### src/rtl/async_fifo_rd_stream.sv
// async_fifo_rd_stream
//   Read-side drain controller for the async FIFO (read clock domain).
//   Pops words whenever the FIFO is non-empty and there is credit, absorbs the
//   RAM read latency in a small circular output buffer, and presents the words
//   as a valid/ready stream that sustains one word per clock under continuous
//   ready.
// Ports
//   clk, reset    read-domain clock; synchronous active-high reset
//   fifo_empty    registered empty flag from the read-side pointer calc
//   fifo_pop      pop request (advances the FIFO read pointer this cycle)
//   fifo_rd_data  RAM read data, valid RD_LATENCY cycles after fifo_pop
//   flush         drop buffered and in-flight words; no pop this cycle
//   out_valid     out_data holds a word
//   out_ready     sink accepts; a transfer happens on out_valid & out_ready
//   out_data      head word of the output buffer
//   occupancy     words held in the buffer (in-flight words excluded)
//   overflow_err  sticky: a returning word found the buffer full
module async_fifo_rd_stream #(
  parameter int DATA_W     = 8,
  parameter int RD_LATENCY = 1,
  parameter int BUF_DEPTH  = 2
) (
  input  logic                           clk,
  input  logic                           reset,
  input  logic                           fifo_empty,
  output logic                           fifo_pop,
  input  logic [DATA_W-1:0]              fifo_rd_data,
  input  logic                           flush,
  output logic                           out_valid,
  input  logic                           out_ready,
  output logic [DATA_W-1:0]              out_data,
  output logic [$clog2(BUF_DEPTH+1)-1:0] occupancy,
  output logic                           overflow_err
);

  localparam int OCC_W  = $clog2(BUF_DEPTH + 1);
  localparam int PEND_W = $clog2(BUF_DEPTH + RD_LATENCY + 1);
  localparam int PTR_W  = (BUF_DEPTH > 1) ? $clog2(BUF_DEPTH) : 1;

  if (RD_LATENCY < 1 || RD_LATENCY > 3) begin : g_bad_latency
    $error("async_fifo_rd_stream: RD_LATENCY must be in 1..3");
  end
  if (BUF_DEPTH < RD_LATENCY + 1) begin : g_bad_depth
    $error("async_fifo_rd_stream: BUF_DEPTH must be >= RD_LATENCY+1");
  end

  logic [RD_LATENCY-1:0] infl;
  logic [DATA_W-1:0]     mem [BUF_DEPTH];
  logic [PTR_W-1:0]      rd_ptr;
  logic [PTR_W-1:0]      wr_ptr;
  logic [PEND_W-1:0]     infl_cnt;
  logic [PEND_W-1:0]     pend;
  logic                  fire_out;
  logic                  land;
  logic                  accept;

  function automatic logic [PTR_W-1:0] ptr_inc(input logic [PTR_W-1:0] p);
    return (p == PTR_W'(BUF_DEPTH - 1)) ? '0 : p + 1'b1;
  endfunction

  assign out_valid = (occupancy != '0);
  assign out_data  = mem[rd_ptr];
  assign fire_out  = out_valid & out_ready;
  assign land      = infl[RD_LATENCY-1];
  // A word landing in a full buffer is only safe if the head leaves this cycle.
  assign accept    = land & ((occupancy != OCC_W'(BUF_DEPTH)) | fire_out);

  // Credit counts buffered plus in-flight words, so every popped word
  // is guaranteed a slot by the time it lands.
  always_comb begin
    infl_cnt = '0;
    for (int unsigned i = 0; i < RD_LATENCY; i++) begin
      infl_cnt = infl_cnt + PEND_W'(infl[i]);
    end
    pend = PEND_W'(occupancy) + infl_cnt;
  end

  assign fifo_pop = ~reset & ~flush & ~fifo_empty &
                    ((pend - PEND_W'(fire_out)) < PEND_W'(BUF_DEPTH));

  always_ff @(posedge clk) begin
    if (reset) begin
      infl         <= '0;
      rd_ptr       <= '0;
      wr_ptr       <= '0;
      occupancy    <= '0;
      overflow_err <= 1'b0;
      for (int unsigned i = 0; i < BUF_DEPTH; i++) begin
        mem[i] <= '0;
      end
    end else if (flush) begin
      infl      <= '0;
      rd_ptr    <= '0;
      wr_ptr    <= '0;
      occupancy <= '0;
    end else begin
      infl[0] <= fifo_pop;
      for (int unsigned i = 1; i < RD_LATENCY; i++) begin
        infl[i] <= infl[i-1];
      end

      if (fire_out) begin
        rd_ptr <= ptr_inc(rd_ptr);
      end

      if (accept) begin
        mem[wr_ptr] <= fifo_rd_data;
        wr_ptr      <= ptr_inc(wr_ptr);
      end else if (land) begin
        overflow_err <= 1'b1;
      end

      case ({accept, fire_out})
        2'b10:   occupancy <= occupancy + 1'b1;
        2'b01:   occupancy <= occupancy - 1'b1;
        default: occupancy <= occupancy;
      endcase
    end
  end

endmodule
### config.mk
export PLATFORM = sky130hd
export DESIGN_NAME = async_fifo_rd_stream
export DESIGN_NICKNAME = d
export VERILOG_FILES = /design/src/rtl/async_fifo_rd_stream.sv
export SDC_FILE = /design/constraint.sdc
export NUM_CORES = 1
export LEC_CHECK = 0
export BUFFER_PORTS_ARGS = -buffer_cell sky130_fd_sc_hd__buf_2
export CAP_MARGIN = 0
export CORE_MARGIN = 2
export CORE_UTILIZATION = 46
export DETAILED_ROUTE_END_ITERATION = 7
export PLACE_DENSITY_LB_ADDON = 0.2
export SLEW_MARGIN = 20
export SYNTH_ARGS = -nofsm -noshare
export SYNTH_HDL_FRONTEND = slang
export SYNTH_SLANG_ARGS = --single-unit
### constraint.sdc
create_clock -name clk -period 1.52 [get_ports clk]
set_input_delay 0 -clock clk [delete_from_list [all_inputs] [get_ports clk]]
set_output_delay 0 -clock clk [all_outputs]
set_load 0.05 [all_outputs]
After elaboration in Yosys (flattened, before gate mapping)
Memories as Yosys holds them, arrays and structs flattened. A register that Yosys moved wholly into a read port is not among the register bits.
Cells that the tools add are included.
- register bits after elaboration: 6
- memory bits (writable): 16
- output and inout port bits: 13
- memories: 1
- memory list (name ; words ; width ; rd ports ; clocked after memory_dff ; wr ports ; line ; RTL):
    mem ; 2 ; 8 ; 1 ; 1 ; 2 ; 48 ; logic [DATA_W-1:0] mem [BUF_DEPTH];
- magnitude comparators: 1
- multiplexer cells: 14
- reductions and logical operators: 5
- bitwise gates (word level): 10
- equality and inequality tests: 3
- add/sub/neg operators: 6
- operators by type and width (operator ; count):
    2-to-1 mux 1 bit ; 12
    2-to-1 mux 8 bit ; 1
    OR reduction 8 bit ; 1
    bitwise AND 1 bit ; 5
    NOT 1 bit ; 4
    case mux 2 bit (2 select lines) ; 1
    nonzero test 2 bit ; 2
    AND reduction 3 bit ; 1
    adder 1 bit, second input constant ; 2
    adder 2 x 1 -> 2 bit ; 1
    adder 2 x 1 -> 2 bit, second input constant ; 1
    equality test 2 x 1 -> 1 bit, second input constant ; 1
    equality test 2 bit, second input constant ; 1
    < comparator 2 bit, second input constant ; 1
    != test 2 bit, second input constant ; 1
    OR reduction 2 bit ; 1
    subtractor 2 x 1 -> 2 bit ; 1
    subtractor 2 x 1 -> 2 bit, second input constant ; 1
    OR 1 bit ; 1

Logic depth before layout (Yosys ltp)
- depth after elaboration: 10
- mapped depth: 6
- depth with buffers taken out: 6

Worst setup path before layout
OpenSTA, ideal clock, no wires.
- kind: reg-to-output
- start point: reg occupancy[0]
- end point: out fifo_pop
- cell stages (with the launch flop): 6
- slack: -0.971 ns
- data arrival time: 2.491 ns
- data required time: 1.520 ns
- cells stage by stage: dfxtp_1 -> o21a_1 -> ha_1 -> nor2b_1 -> xnor2_1 -> nor3_1
- cells in the longest elaborated chain, start to end: 5
- elaborated cells between the ends (all ways): 6
- classes of those cells: add/sub: 2; order compare: 1; bitwise: 2; reduce/logical: 1
- ends and longest elaborated chain (element ; line ; RTL):
    from (decl) ; 32 ; output logic [$clog2(BUF_DEPTH+1)-1:0] occupancy,
    from (signal assigned) ; 114 ; 2'b10: occupancy <= occupancy + 1'b1;
    from (signal assigned) ; 115 ; 2'b01: occupancy <= occupancy - 1'b1;
    from (signal assigned) ; 116 ; default: occupancy <= occupancy;
    nonzero test 2 bit ; 61 ; assign out_valid = (occupancy != '0);
    bitwise AND 1 bit ; 63 ; assign fire_out = out_valid & out_ready;
    named net fire_out ; 53 ; logic fire_out;
    subtractor 2 x 1 -> 2 bit ; 79 ; ((pend - PEND_W'(fire_out)) < PEND_W'(BUF_DEPTH));
    < comparator 2 bit ; 79 ;
    bitwise AND 1 bit ; 78 ; assign fifo_pop = ~reset & ~flush & ~fifo_empty &
    to (decl) ; 26 ; output logic fifo_pop,
The timed path passes the listed nets, and every way through them passes these cells.

Worst setup path in the final report
Ends and elaborated chain as after synthesis.

==> out/metrics.cfg <==
[die]
die_w_um = 51.9
ios = 26
core-area_mm2 = 0.00219
die_area_mm2 = 0.00269
start_util = 0.481
placementRows = 17
die_h_um = 51.9

[power]
p_per_area_mw_per_mm2 = 733
peakVddDrop_uv = 467
leakagePower_nw = 0.646

[cts]
root_buffer = clkbuf_4
numClockSinks = 23
h-tree-depth = 1
cts_max_path_buffers = 2
path_clk_slew_ns = 0.13
insertion_delay_ns = 0.30
cts_tree = done
numCtsBuffers = 3

[routing]
drt_iter0_drc = 2
via_per_inst = 4.80
dr_total_vias = 759
antenna_left = 0
drc = 0
drt-total-wl_um = 2070
drt-pass1-iter-count = 2
wire_per_inst_um = 13.1

[hold_path]
hold_depth = 4
hold_path.class = input pin to flip-flop
hold_end = overflow_err
hp-start = flush

[synth]
synthAdderAreaFrac = 0.0237
synth_xor_area_frac = 0.0415
synthCells = 80
synthesis.area_mm2 = 0.00105
synthesis.nets = 95
post_synth.cell_area_avg_um2 = 13.2
synth.top_cell.area_share = 0.456
synth-seq-cells = 23
synth_largest_area_cell = edfxtp_1
ys_warn_count = 0
ys_types = 25
ys_top_cells_by_area = edfxtp_1 (46%), dfxtp_1 (13%), and2_1 (9.5%)
synth_top_family_by_area = simple AND/OR/NAND/NOR gates
yosysSeqAreaShare = 0.588
synth_compound_area_frac = 0.0297
synth-simple-area-share = 0.217
synthMuxAreaShare = 0.0854

[worst_setup_path]
worst-path-max-fanout = 2
ff2ff_path_depth = 7
crit_path_end_kind = primary output
critPathTopFamily = flip-flops
worst-path-buf-inv = 1
worstSetupPathType = flip-flop to primary output
crit_required_ns = 1.52
arrival_ns = 1.66
critPathLaunchType = flip-flop
crit_slowest_cell = dfxtp_4
timing.rr.end = occupancy[1]
cpPeakStageDelay_ns = 0.37
reg2reg_setup_slack_ns = -0.09
path_cells = o21a_4 > ha_4 > nor2b_4 > xnor2_2 > nor3_4 > buf_6
timing.rr.start = occupancy[0]

[timing]
drv_slew = 0
hold_slack_ns = 0.0360
setup_ws_ns = -0.135
max_freq_mhz = 604
worst_slew_pin_slew_ns = 0.279
layout_min_cycle_time_ns = 1.66
finalCritPeriodShare = 1.09
rsz0062_at_grt = yes
hold_violations = 0
clock_skew_ns = 0.00467
setup_viol = 2
slew_headroom = 0.813

[final_layout]
n_fill_cell = 156
finalNonFillerCells = 158
area_delta_synth_final_pct = 48.3
fin_nets = 146
final-seq-area_um2 = 629
layout-drive-gt1-share = 0.523
multi_input_area_um2 = 520
n_antenna_cell = 0

[status]
status = finished, violations left
failed_checks = setup timing

[grt]
use_met3 = 0.0287
antenna_found_initial = 0
top_usage_layer = met2
grt_max_degree = 14
grt_pass1_vias = 785
use_met2 = 0.361
grtUsageMet1 = 0.181
grt_pass1_wl_um = 3350
overflow = 0
grt.total_usage = 0.180

[place]
io_buffers = 25
dp_hpwl_um = 1430
pre_cts_ws_ns = -0.00703
dp.cells = 140
place_congestion = 0.727

[flow_run]
drv_cap = 0

==> synth_stat cells, drive strengths merged <==
cell type	instances
and2	16
edfxtp	16
mux2	8
dfxtp	7
nor2	4
or2	4
xnor2	4
nor3b	3
clkbuf	2
ha	2
inv	2
nor3	2
a21o	1
a21oi	1
a31oi	1
nand2b	1
nor2b	1
nor4	1
o21a	1
o21ai	1
or3	1
xor2	1
==> layer usage <==
layer	wire, um	vias to the layer above
met5	0	-
met4	16	0
met3	61	2
met2	1220	15
met1	767	366
li1	-	376
==> flip-flops by register name (all words and copies together), names as in the netlist, named ones only <==
signal and count:
mem 16, occupancy 2, infl 1, overflow_err 1
rd_ptr 1, wr_ptr 1
==> report_power, final <==
part / leakage (nW) / internal, mW / switching, mW
sequential: 0.225 / 0.684 / 0.00658
combinational: 0.403 / 0.0779 / 0.100
clock: 0.0177 / 0.0980 / 0.180
total: 0.646 / 0.860 / 0.287
==> worst reg2reg max path: stages (launching register included) <==
cell,delay [ns]
dfxtp_4,0.37
buf_4,0.15
nor3b_4,0.21
nand2b_4,0.19
ha_4,0.12
xnor2_1,0.06
or3_1,0.34
a21oi_1,0.11
==> timing repair <==
item / CTS / global route
hold buffers: 10 / 0
gates resized for setup: 9 / 8
setup buffers: 4 / 0
pin swaps: 4 / 4
cloned: 0 / 0
endpoints found under the hold margin: 17 / 0
setup endpoints to repair: 2 / 42
==> area by class of cell <==
cell class | instances | share of cell area
multi-input combinational | 53 | 0.333
tap | 28 | 0.0224
clock buffer | 3 | 0.0144
sequential | 23 | 0.402
clock inverter | 1 | 0.00320
timing repair buffer | 48 | 0.220
inverter | 2 | 0.00480
==> cell usage in the layout (no fill, tap or decap), drive strengths merged, types with 2 or more instances in the layout <==
cell         instances
or2                  4
mux2                 8
nor3                 2
dfxtp                7
clkbuf               3
xnor2                4
buf                 38
inv                  2
dlygate4sd3         10
ha                   2
nor3b                3
and2                16
nor2                 4
edfxtp              16
==> how the worst max path moves through the flow <==
stage | start | to | cells after the start
2_1_floorplan | occupancy[1] | fifo_pop | 5
3_3_place_gp | occupancy[1] | fifo_pop | 6
3_5_place_dp | occupancy[1] | fifo_pop | 6
4_1_cts | occupancy[0] | fifo_pop | 6
5_1_grt | occupancy[0] | fifo_pop | 6
6_report | occupancy[0] | fifo_pop | 6
==> cell families (layout without fill, tap and decap cells) <==
logic type,after synthesis,count (layout)
DFF,23,23
AOI/OAI and AO/OA,5,5
adders and majority gates,2,2
xor gates and xnor gates,5,5
buffers and inverters,4,54
muxes,8,8
and+or+nand+nor,33,33
==> per-stage QoR <==
stage	utilization	setup TNS (ns)	area (um^2)	total power, mW
global route	0.714	-0.794	1560	1.20
detailed placement	0.603	-0.00703	1320	0.847
CTS	0.696	-0.206	1530	1.15
floorplan	-	-0.256	1100	0.800
global placement	0.603	0	1320	0.844
finish	0.714	-0.226	1560	1.15
No activity file was read; power rests on OpenSTA's default activity.
